<file path="config.mk">
export PLATFORM = sky130hd
export DESIGN_NAME = acc_dispatcher_mc
export DESIGN_NICKNAME = d
export VERILOG_FILES = /design/src/rtl/acc_dispatcher_mc.sv
export SDC_FILE = /design/constraint.sdc
export NUM_CORES = 2
export LEC_CHECK = 0
export ABC_AREA = 1
export BUFFER_PORTS_ARGS = -buffer_cell sky130_fd_sc_hd__buf_2
export CORE_AREA = 4 4 325 327
export DETAILED_ROUTE_END_ITERATION = 8
export DIE_AREA = 0 0 329 331
export GPL_TIMING_DRIVEN = 0
export PLACE_DENSITY = 0.73
export SLEW_MARGIN = 5
export SYNTH_ARGS = -nofsm -noshare
export SYNTH_HDL_FRONTEND = slang
export SYNTH_SLANG_ARGS = --single-unit
</file>
<file path="constraint.sdc">
create_clock -name clk_i -period 103.3 [get_ports clk_i]
set_input_delay 20.66 -clock clk_i [delete_from_list [all_inputs] [get_ports clk_i]]
set_output_delay 20.66 -clock clk_i [all_outputs]
set_load 0.02 [all_outputs]
</file>
<file path="src/rtl/acc_dispatcher_mc.sv">
// acc_dispatcher_mc: in-order accelerator issue queue released on commit,
// opcode-routed to NumAcc channels, responses round-robin to one writeback.
//
// Ports:
//   clk_i, rst_i (async, active high), flush_i
//   acc_valid_i/acc_ready_o, acc_insn_i, acc_rs1_i, acc_rs2_i, acc_trans_id_i
//   acc_commit_i, acc_commit_trans_id_i
//   acc_valid_o, acc_trans_id_o, acc_result_o, acc_exception_o, acc_busy_o
//   req_valid_o/req_ready_i, req_insn_o, req_rs1_o, req_rs2_o, req_trans_id_o
//   resp_valid_i/resp_ready_o, resp_result_i, resp_trans_id_i, resp_error_i

package acc_dispatcher_mc_pkg;

    localparam logic [63:0] ILLEGAL_INSTR = 64'd2;

    typedef struct packed {
        logic [63:0] cause;
        logic [63:0] tval;
        logic        valid;
    } exception_t;

endpackage

module acc_dispatcher_mc
    import acc_dispatcher_mc_pkg::*;
#(
    parameter int NumAcc         = 2,
    parameter int Depth          = 4,
    parameter int MaxOutstanding = 4,
    parameter int XLEN           = 64,
    parameter int TransIdBits    = 3
) (
    input  logic                          clk_i,
    input  logic                          rst_i,
    input  logic                          flush_i,
    input  logic                          acc_valid_i,
    output logic                          acc_ready_o,
    input  logic [31:0]                   acc_insn_i,
    input  logic [XLEN-1:0]               acc_rs1_i,
    input  logic [XLEN-1:0]               acc_rs2_i,
    input  logic [TransIdBits-1:0]        acc_trans_id_i,
    input  logic                          acc_commit_i,
    input  logic [TransIdBits-1:0]        acc_commit_trans_id_i,
    output logic                          acc_valid_o,
    output logic [TransIdBits-1:0]        acc_trans_id_o,
    output logic [XLEN-1:0]               acc_result_o,
    output exception_t                    acc_exception_o,
    output logic                          acc_busy_o,
    output logic [NumAcc-1:0]             req_valid_o,
    input  logic [NumAcc-1:0]             req_ready_i,
    output logic [NumAcc*32-1:0]          req_insn_o,
    output logic [NumAcc*XLEN-1:0]        req_rs1_o,
    output logic [NumAcc*XLEN-1:0]        req_rs2_o,
    output logic [NumAcc*TransIdBits-1:0] req_trans_id_o,
    input  logic [NumAcc-1:0]             resp_valid_i,
    output logic [NumAcc-1:0]             resp_ready_o,
    input  logic [NumAcc*XLEN-1:0]        resp_result_i,
    input  logic [NumAcc*TransIdBits-1:0] resp_trans_id_i,
    input  logic [NumAcc-1:0]             resp_error_i
);

    localparam int PW = $clog2(Depth);
    localparam int CW = (NumAcc > 1) ? $clog2(NumAcc) : 1;
    localparam int OW = $clog2(MaxOutstanding + 1);

    // Issue queue
    logic [PW-1:0]          r_head;
    logic [PW-1:0]          r_tail;
    logic [Depth-1:0]       r_vld;
    logic [Depth-1:0]       r_cmt;
    logic [31:0]            r_q_insn [Depth];
    logic [XLEN-1:0]        r_q_rs1  [Depth];
    logic [XLEN-1:0]        r_q_rs2  [Depth];
    logic [TransIdBits-1:0] r_q_id   [Depth];

    // Per-channel output registers and outstanding counters
    logic [NumAcc-1:0]      r_req_vld;
    logic [31:0]            r_req_insn [NumAcc];
    logic [XLEN-1:0]        r_req_rs1  [NumAcc];
    logic [XLEN-1:0]        r_req_rs2  [NumAcc];
    logic [TransIdBits-1:0] r_req_id   [NumAcc];
    logic [OW-1:0]          r_out      [NumAcc];

    // Local illegal-instruction slot
    logic                   r_err_vld;
    logic [31:0]            r_err_insn;
    logic [TransIdBits-1:0] r_err_id;

    // Arbitration and writeback
    logic [CW-1:0]          r_rr;
    logic                   r_wb_vld;
    logic [TransIdBits-1:0] r_wb_id;
    logic [XLEN-1:0]        r_wb_result;
    exception_t             r_wb_exc;

    logic                   w_full;
    logic                   w_push;
    logic                   w_pop;
    logic                   w_head_rdy;
    logic [31:0]            w_head_insn;
    logic [1:0]             w_ch;
    logic                   w_local;
    logic [NumAcc-1:0]      w_ld;
    logic                   w_err_ld;
    logic [PW:0]            w_ncmt;
    logic [NumAcc-1:0]      w_resp_rdy;
    logic                   w_grant_any;
    logic [CW-1:0]          w_grant_ch;
    logic [XLEN-1:0]        w_g_result;
    logic [TransIdBits-1:0] w_g_id;
    logic                   w_g_err;
    logic                   w_any_out;

    // Entries are contiguous from head, so the tail slot is busy only when full.
    assign w_full      = r_vld[r_tail];
    assign w_push      = acc_valid_i && !w_full && !flush_i;
    assign w_head_rdy  = r_vld[r_head] && r_cmt[r_head];
    assign w_head_insn = r_q_insn[r_head];
    assign w_ch        = w_head_insn[6:5];
    assign w_local     = int'(w_ch) >= NumAcc;

    // Response arbitration: local error slot first, else round-robin.
    always_comb begin : arb
        int idx;
        idx         = 0;
        w_resp_rdy  = '0;
        w_grant_any = 1'b0;
        w_grant_ch  = '0;
        w_g_result  = '0;
        w_g_id      = '0;
        w_g_err     = 1'b0;
        if (!r_err_vld) begin
            for (int k = 0; k < NumAcc; k++) begin
                idx = (int'(r_rr) + k) % NumAcc;
                if (!w_grant_any && resp_valid_i[idx]) begin
                    w_grant_any     = 1'b1;
                    w_grant_ch      = CW'(idx);
                    w_resp_rdy[idx] = 1'b1;
                    w_g_result      = resp_result_i[idx*XLEN +: XLEN];
                    w_g_id          = resp_trans_id_i[idx*TransIdBits +: TransIdBits];
                    w_g_err         = resp_error_i[idx];
                end
            end
        end
    end

    // Head release; a response accepted this cycle frees a credit at once.
    always_comb begin
        w_pop    = 1'b0;
        w_ld     = '0;
        w_err_ld = 1'b0;
        if (w_head_rdy) begin
            if (w_local) begin
                if (!r_err_vld) begin
                    w_pop    = 1'b1;
                    w_err_ld = 1'b1;
                end
            end else begin
                for (int c = 0; c < NumAcc; c++) begin
                    if (int'(w_ch) == c
                        && (!r_req_vld[c] || req_ready_i[c])
                        && (int'(r_out[c]) < MaxOutstanding || w_resp_rdy[c])) begin
                        w_pop   = 1'b1;
                        w_ld[c] = 1'b1;
                    end
                end
            end
        end
    end

    always_comb begin
        w_ncmt = '0;
        for (int i = 0; i < Depth; i++) begin
            w_ncmt = w_ncmt + (PW+1)'(r_vld[i] & r_cmt[i]);
        end
    end

    always_comb begin
        w_any_out = 1'b0;
        for (int c = 0; c < NumAcc; c++) begin
            w_any_out = w_any_out | (r_out[c] != '0);
        end
    end

    always_ff @(posedge clk_i or posedge rst_i) begin
        if (rst_i) begin
            r_head <= '0;
            r_tail <= '0;
            r_vld  <= '0;
            r_cmt  <= '0;
            for (int i = 0; i < Depth; i++) begin
                r_q_insn[i] <= '0;
                r_q_rs1[i]  <= '0;
                r_q_rs2[i]  <= '0;
                r_q_id[i]   <= '0;
            end
        end else begin
            for (int i = 0; i < Depth; i++) begin
                if (acc_commit_i && r_vld[i]
                    && r_q_id[i] == acc_commit_trans_id_i) begin
                    r_cmt[i] <= 1'b1;
                end
            end
            if (w_push) begin
                r_q_insn[r_tail] <= acc_insn_i;
                r_q_rs1[r_tail]  <= acc_rs1_i;
                r_q_rs2[r_tail]  <= acc_rs2_i;
                r_q_id[r_tail]   <= acc_trans_id_i;
                r_vld[r_tail]    <= 1'b1;
                r_cmt[r_tail]    <= acc_commit_i
                    && (acc_trans_id_i == acc_commit_trans_id_i);
                r_tail           <= r_tail + 1'b1;
            end
            if (w_pop) begin
                r_vld[r_head] <= 1'b0;
                r_cmt[r_head] <= 1'b0;
                r_head        <= r_head + 1'b1;
            end
            // Committed entries are a prefix, so the new tail is head + count.
            if (flush_i) begin
                for (int i = 0; i < Depth; i++) begin
                    if (!r_cmt[i]) begin
                        r_vld[i] <= 1'b0;
                        r_cmt[i] <= 1'b0;
                    end
                end
                r_tail <= r_head + w_ncmt[PW-1:0];
            end
        end
    end

    always_ff @(posedge clk_i or posedge rst_i) begin
        if (rst_i) begin
            r_req_vld <= '0;
            for (int c = 0; c < NumAcc; c++) begin
                r_req_insn[c] <= '0;
                r_req_rs1[c]  <= '0;
                r_req_rs2[c]  <= '0;
                r_req_id[c]   <= '0;
                r_out[c]      <= '0;
            end
        end else begin
            for (int c = 0; c < NumAcc; c++) begin
                if (w_ld[c]) begin
                    r_req_vld[c]  <= 1'b1;
                    r_req_insn[c] <= w_head_insn;
                    r_req_rs1[c]  <= r_q_rs1[r_head];
                    r_req_rs2[c]  <= r_q_rs2[r_head];
                    r_req_id[c]   <= r_q_id[r_head];
                end else if (req_ready_i[c]) begin
                    r_req_vld[c] <= 1'b0;
                end
                r_out[c] <= r_out[c] + OW'(w_ld[c]) - OW'(w_resp_rdy[c]);
            end
        end
    end

    always_ff @(posedge clk_i or posedge rst_i) begin
        if (rst_i) begin
            r_err_vld   <= 1'b0;
            r_err_insn  <= '0;
            r_err_id    <= '0;
            r_rr        <= '0;
            r_wb_vld    <= 1'b0;
            r_wb_id     <= '0;
            r_wb_result <= '0;
            r_wb_exc    <= '0;
        end else begin
            r_wb_vld <= 1'b0;
            if (w_err_ld) begin
                r_err_vld  <= 1'b1;
                r_err_insn <= w_head_insn;
                r_err_id   <= r_q_id[r_head];
            end else if (r_err_vld) begin
                r_err_vld <= 1'b0;
            end
            if (r_err_vld) begin
                r_wb_vld    <= 1'b1;
                r_wb_id     <= r_err_id;
                r_wb_result <= '0;
                r_wb_exc    <= '{cause: ILLEGAL_INSTR,
                                 tval:  64'(r_err_insn),
                                 valid: 1'b1};
            end else if (w_grant_any) begin
                r_wb_vld       <= 1'b1;
                r_wb_id        <= w_g_id;
                r_wb_result    <= w_g_result;
                r_wb_exc.cause <= w_g_err ? ILLEGAL_INSTR : '0;
                r_wb_exc.tval  <= '0;
                r_wb_exc.valid <= w_g_err;
                if (w_grant_ch == CW'(NumAcc - 1)) begin
                    r_rr <= '0;
                end else begin
                    r_rr <= w_grant_ch + 1'b1;
                end
            end
        end
    end

    genvar g;
    generate
        for (g = 0; g < NumAcc; g++) begin : g_req
            assign req_insn_o[g*32 +: 32]                   = r_req_insn[g];
            assign req_rs1_o[g*XLEN +: XLEN]                = r_req_rs1[g];
            assign req_rs2_o[g*XLEN +: XLEN]                = r_req_rs2[g];
            assign req_trans_id_o[g*TransIdBits +: TransIdBits] = r_req_id[g];
        end
    endgenerate

    assign acc_ready_o     = !w_full;
    assign req_valid_o     = r_req_vld;
    assign resp_ready_o    = w_resp_rdy;
    assign acc_valid_o     = r_wb_vld;
    assign acc_trans_id_o  = r_wb_id;
    assign acc_result_o    = r_wb_result;
    assign acc_exception_o = r_wb_exc;
    assign acc_busy_o      = (|r_vld) || w_any_out;

endmodule

</file>
==> results.cfg <==
[sta]
min_period_over_period_pct = 40.9
hold_violations = 0
fin_setup_tns_ns = 0
finClkSkew_ns = 0.0434
max_clock_freq_ghz = 0.0237
fin_crit_ns = 42.27
finalMaxSlewViolations = 0
worstMarginPinSlew_ns = 1.07
setup_viol = 0
grt_setup_unrepaired = false
slew_headroom_pct = 28.7

[clock_network]
ctsHoldBuffers = 0
clock-sinks = 1136
root_buffer = clkbuf_16
path_clk_slew_ns = 0.06
clkLatencyLatePin_ns = 0.74
cts_max_path_buffers = 3
h-tree-depth = 3
cts_tree = yes
cts_resized = 0
cts-buffers-inserted = 118
post_cts.repair.setup_buffers = 0

[placed_design]
routabilityCongestion = 0.963
dpl.hpwl_mm = 129
io_buffers = 740

[route]
first_pass_iters = 8
wl_mm = 181
drc = 0
drtIter0Drc = 4782
vias = 44700
ant_nets = 0
vias_per_cell = 5.32
wire_per_inst_um = 21.5

[global_routing]
grt_pass1_vias = 42900
grt_max_degree = 120
antenna_found_initial = 97
grt_pass1_wl_mm = 266
overflow = 0
grt_usage_pct = 32.3

[final_layout]
synthToLayoutAreaGrowth_pct = 21.3
fin_nets = 7156
drive_above_1_share_pct = 18.5

[synth]
syn_avg_cell_area_um2 = 8.39
syn_area_um2 = 49200
synth_seq_cells = 1136
synth_enable_flop_cells = 0
syn_inst = 5865
synth_warnings = 0
synth_ff_type = dfrtp_1
async_flop_share_pct = 100
synth_cell_types = 33
yosysSeqAreaShare_pct = 57.8

[floorplan]
core-area_um2 = 103000
die_w_um = 329
rows = 118
die_area_um2 = 109000
pin_count = 840
initial_core_util_pct = 47.8
die_h_um = 331

[setup_path]
rr_startpoint = r_err_vld
critical_path_class = in2out
cp.required_ns = 82.64
r2r-end = r_out[2]
arrival_ns = 21.61
worstPathMaxFanout = 5
r2r_cells = 14
r2r_slack_ns = 99.90
start_kind = input pin
critPathCaptureType = primary output

[hold_path]
min_to = r_q_rs1[18]
hold_class = reg2reg
min_from = r_q_rs1[18]
holdPathStages = 2

[power_and_ir_drop]
p_leak_uw = 0.0327
peakVddDrop_v = 0.0000177
p_total_uw = 1990
power_density_nw_per_um2 = 33.3

[outcome]
outcome = completed

[flow_run]
cap_viol_max_count = 0
-- worst max-delay path: stages --
cell     delay, ns
buf_2         0.12
nand2_1       0.24
nand3_1       0.14
inv_1         0.18
buf_2         0.26
-- cell type report --
cell class / instances / area (um2)
Buffer: 470 / 2740
Clock inverter: 53 / 733
Fill cell: 9221 / 43200
Tap cell: 1380 / 1730
Timing Repair Buffer: 750 / 3980
Inverter: 86 / 330
Clock buffer: 167 / 3500
Multi-Input combinational cell: 4267 / 18000
Antenna cell: 79 / 198
Sequential cell: 1136 / 28400
-- worst max path at each step --
stage / startpoint / to / slack (ns)
finish: resp_valid_i[0] / resp_ready_o[1] / 61.03
global route: resp_valid_i[0] / resp_ready_o[1] / 61.00
CTS: resp_valid_i[0] / resp_ready_o[1] / 61.02
detailed placement: resp_valid_i[0] / resp_ready_o[1] / 61.02
global placement: rst_i / req_rs2_o[24] / 38.30
floorplan: rst_i / acc_exception_o[0] / 50.65
-- cell families (layout without fill, tap and decap cells) --
| family | count (synthesis) | after routing | share of synthesized area [%] |
|---|---|---|---|
| flip-flops | 1136 | 1136 | 57.8 |
| other | 1 | 174 | 0.00762 |
| adder cells (fa/ha/maj) | 16 | 16 | 0.468 |
| XOR/XNOR | 19 | 19 | 0.338 |
| AND/OR/NAND/NOR | 3431 | 3431 | 26.4 |
| buffers and inverters | 556 | 1526 | 6.23 |
| AO/OA/AOI/OAI | 706 | 706 | 8.79 |
-- routing by layer --
metal / track usage (%) / share of wire (%) / vias to the layer above
met3: 7.50 / 9.0 / 457
li1: - / - / 20300
met1: 41.2 / 38 / 21600
met5: 0 / 0.13 / -
met4: 19.0 / 5.9 / 36
met2: 50.8 / 47 / 2190
-- where the power goes --
part | leakage (uW) | switching [uW] | internal [uW]
logic | 0.0161 | 551 | 240
clock network | 0.00209 | 187 | 273
registers | 0.0145 | 104 | 631
-- registers in the layout (all words and copies together), names as in the netlist, 2 cells and up --
register	count
r_tail	2
r_q_rs1	256
r_cmt	4
r_err_id	3
r_out	6
acc_exception_o	33
r_q_id	12
req_rs2_o	128
req_trans_id_o	6
req_valid_o	2
acc_result_o	64
req_rs1_o	128
r_err_insn	32
r_q_insn	128
r_head	2
req_insn_o	64
r_q_rs2	256
r_vld	4
acc_trans_id_o	3
-- cell usage in the layout (no fill, tap or decap), drive strengths merged, types with 4 or more instances in the layout --
cell type  synthesis  layout
a32o              66      66
nor2             345     345
bufinv             0      15
xnor2             16      16
a21oi             15      15
ha                12      12
nand3             24      24
fa                 4       4
a22o              65      65
inv               86      89
buf              308    1058
conb               1      95
clkinvlp           0       5
o21ai            394     394
clkbuf           162     329
clkinv             0      30
diode              0      79
o211ai             4       4
o22ai            159     159
nand2           3054    3054
dfrtp           1136    1136
-- synth_stat cells (2+ instances only) --
library cell,instances,area [um2]
o22ai_1,159,995
buf_6,31,349
nand3_1,22,110
o21ai_1,3,15.0
inv_2,13,48.8
o21ai_0,391,1960
a32o_1,66,661
clkbuf_1,162,608
a21oi_1,15,75.1
xnor2_1,16,140
nor2_1,343,1290
buf_4,161,1210
ha_1,12,150
nor2_4,2,22.5
fa_1,4,80.1
nand4_1,3,18.8
nand2_1,3051,11500
or2_2,2,12.5
dfrtp_1,1136,28400
o211ai_1,4,30.0
a31oi_1,2,12.5
nor3_1,2,10.0
buf_2,112,561
buf_1,4,15.0
inv_1,73,274
nand2_2,3,18.8
a22o_1,65,569
xor2_1,3,26.3
-- metrics by stage --
| step | setup slack [ns] | utilization (%) | std cells | hold slack, ns | cell area [um2] |
|---|---|---|---|---|---|
| after floorplan | 50.65 | - | 5959 | 0.419 | 49500 |
| after global placement | 38.30 | 53.4 | 8079 | 0.451 | 55000 |
| after detailed placement | 61.02 | 53.7 | 8089 | 0.458 | 55200 |
| after CTS | 61.02 | 57.8 | 8309 | 0.472 | 59500 |
| after global routing | 61.00 | 57.9 | 8358 | 0.485 | 59600 |
| final | 61.03 | 58.0 | 8388 | 0.471 | 59700 |
Note: power is estimated with default switching activity, not from simulation.
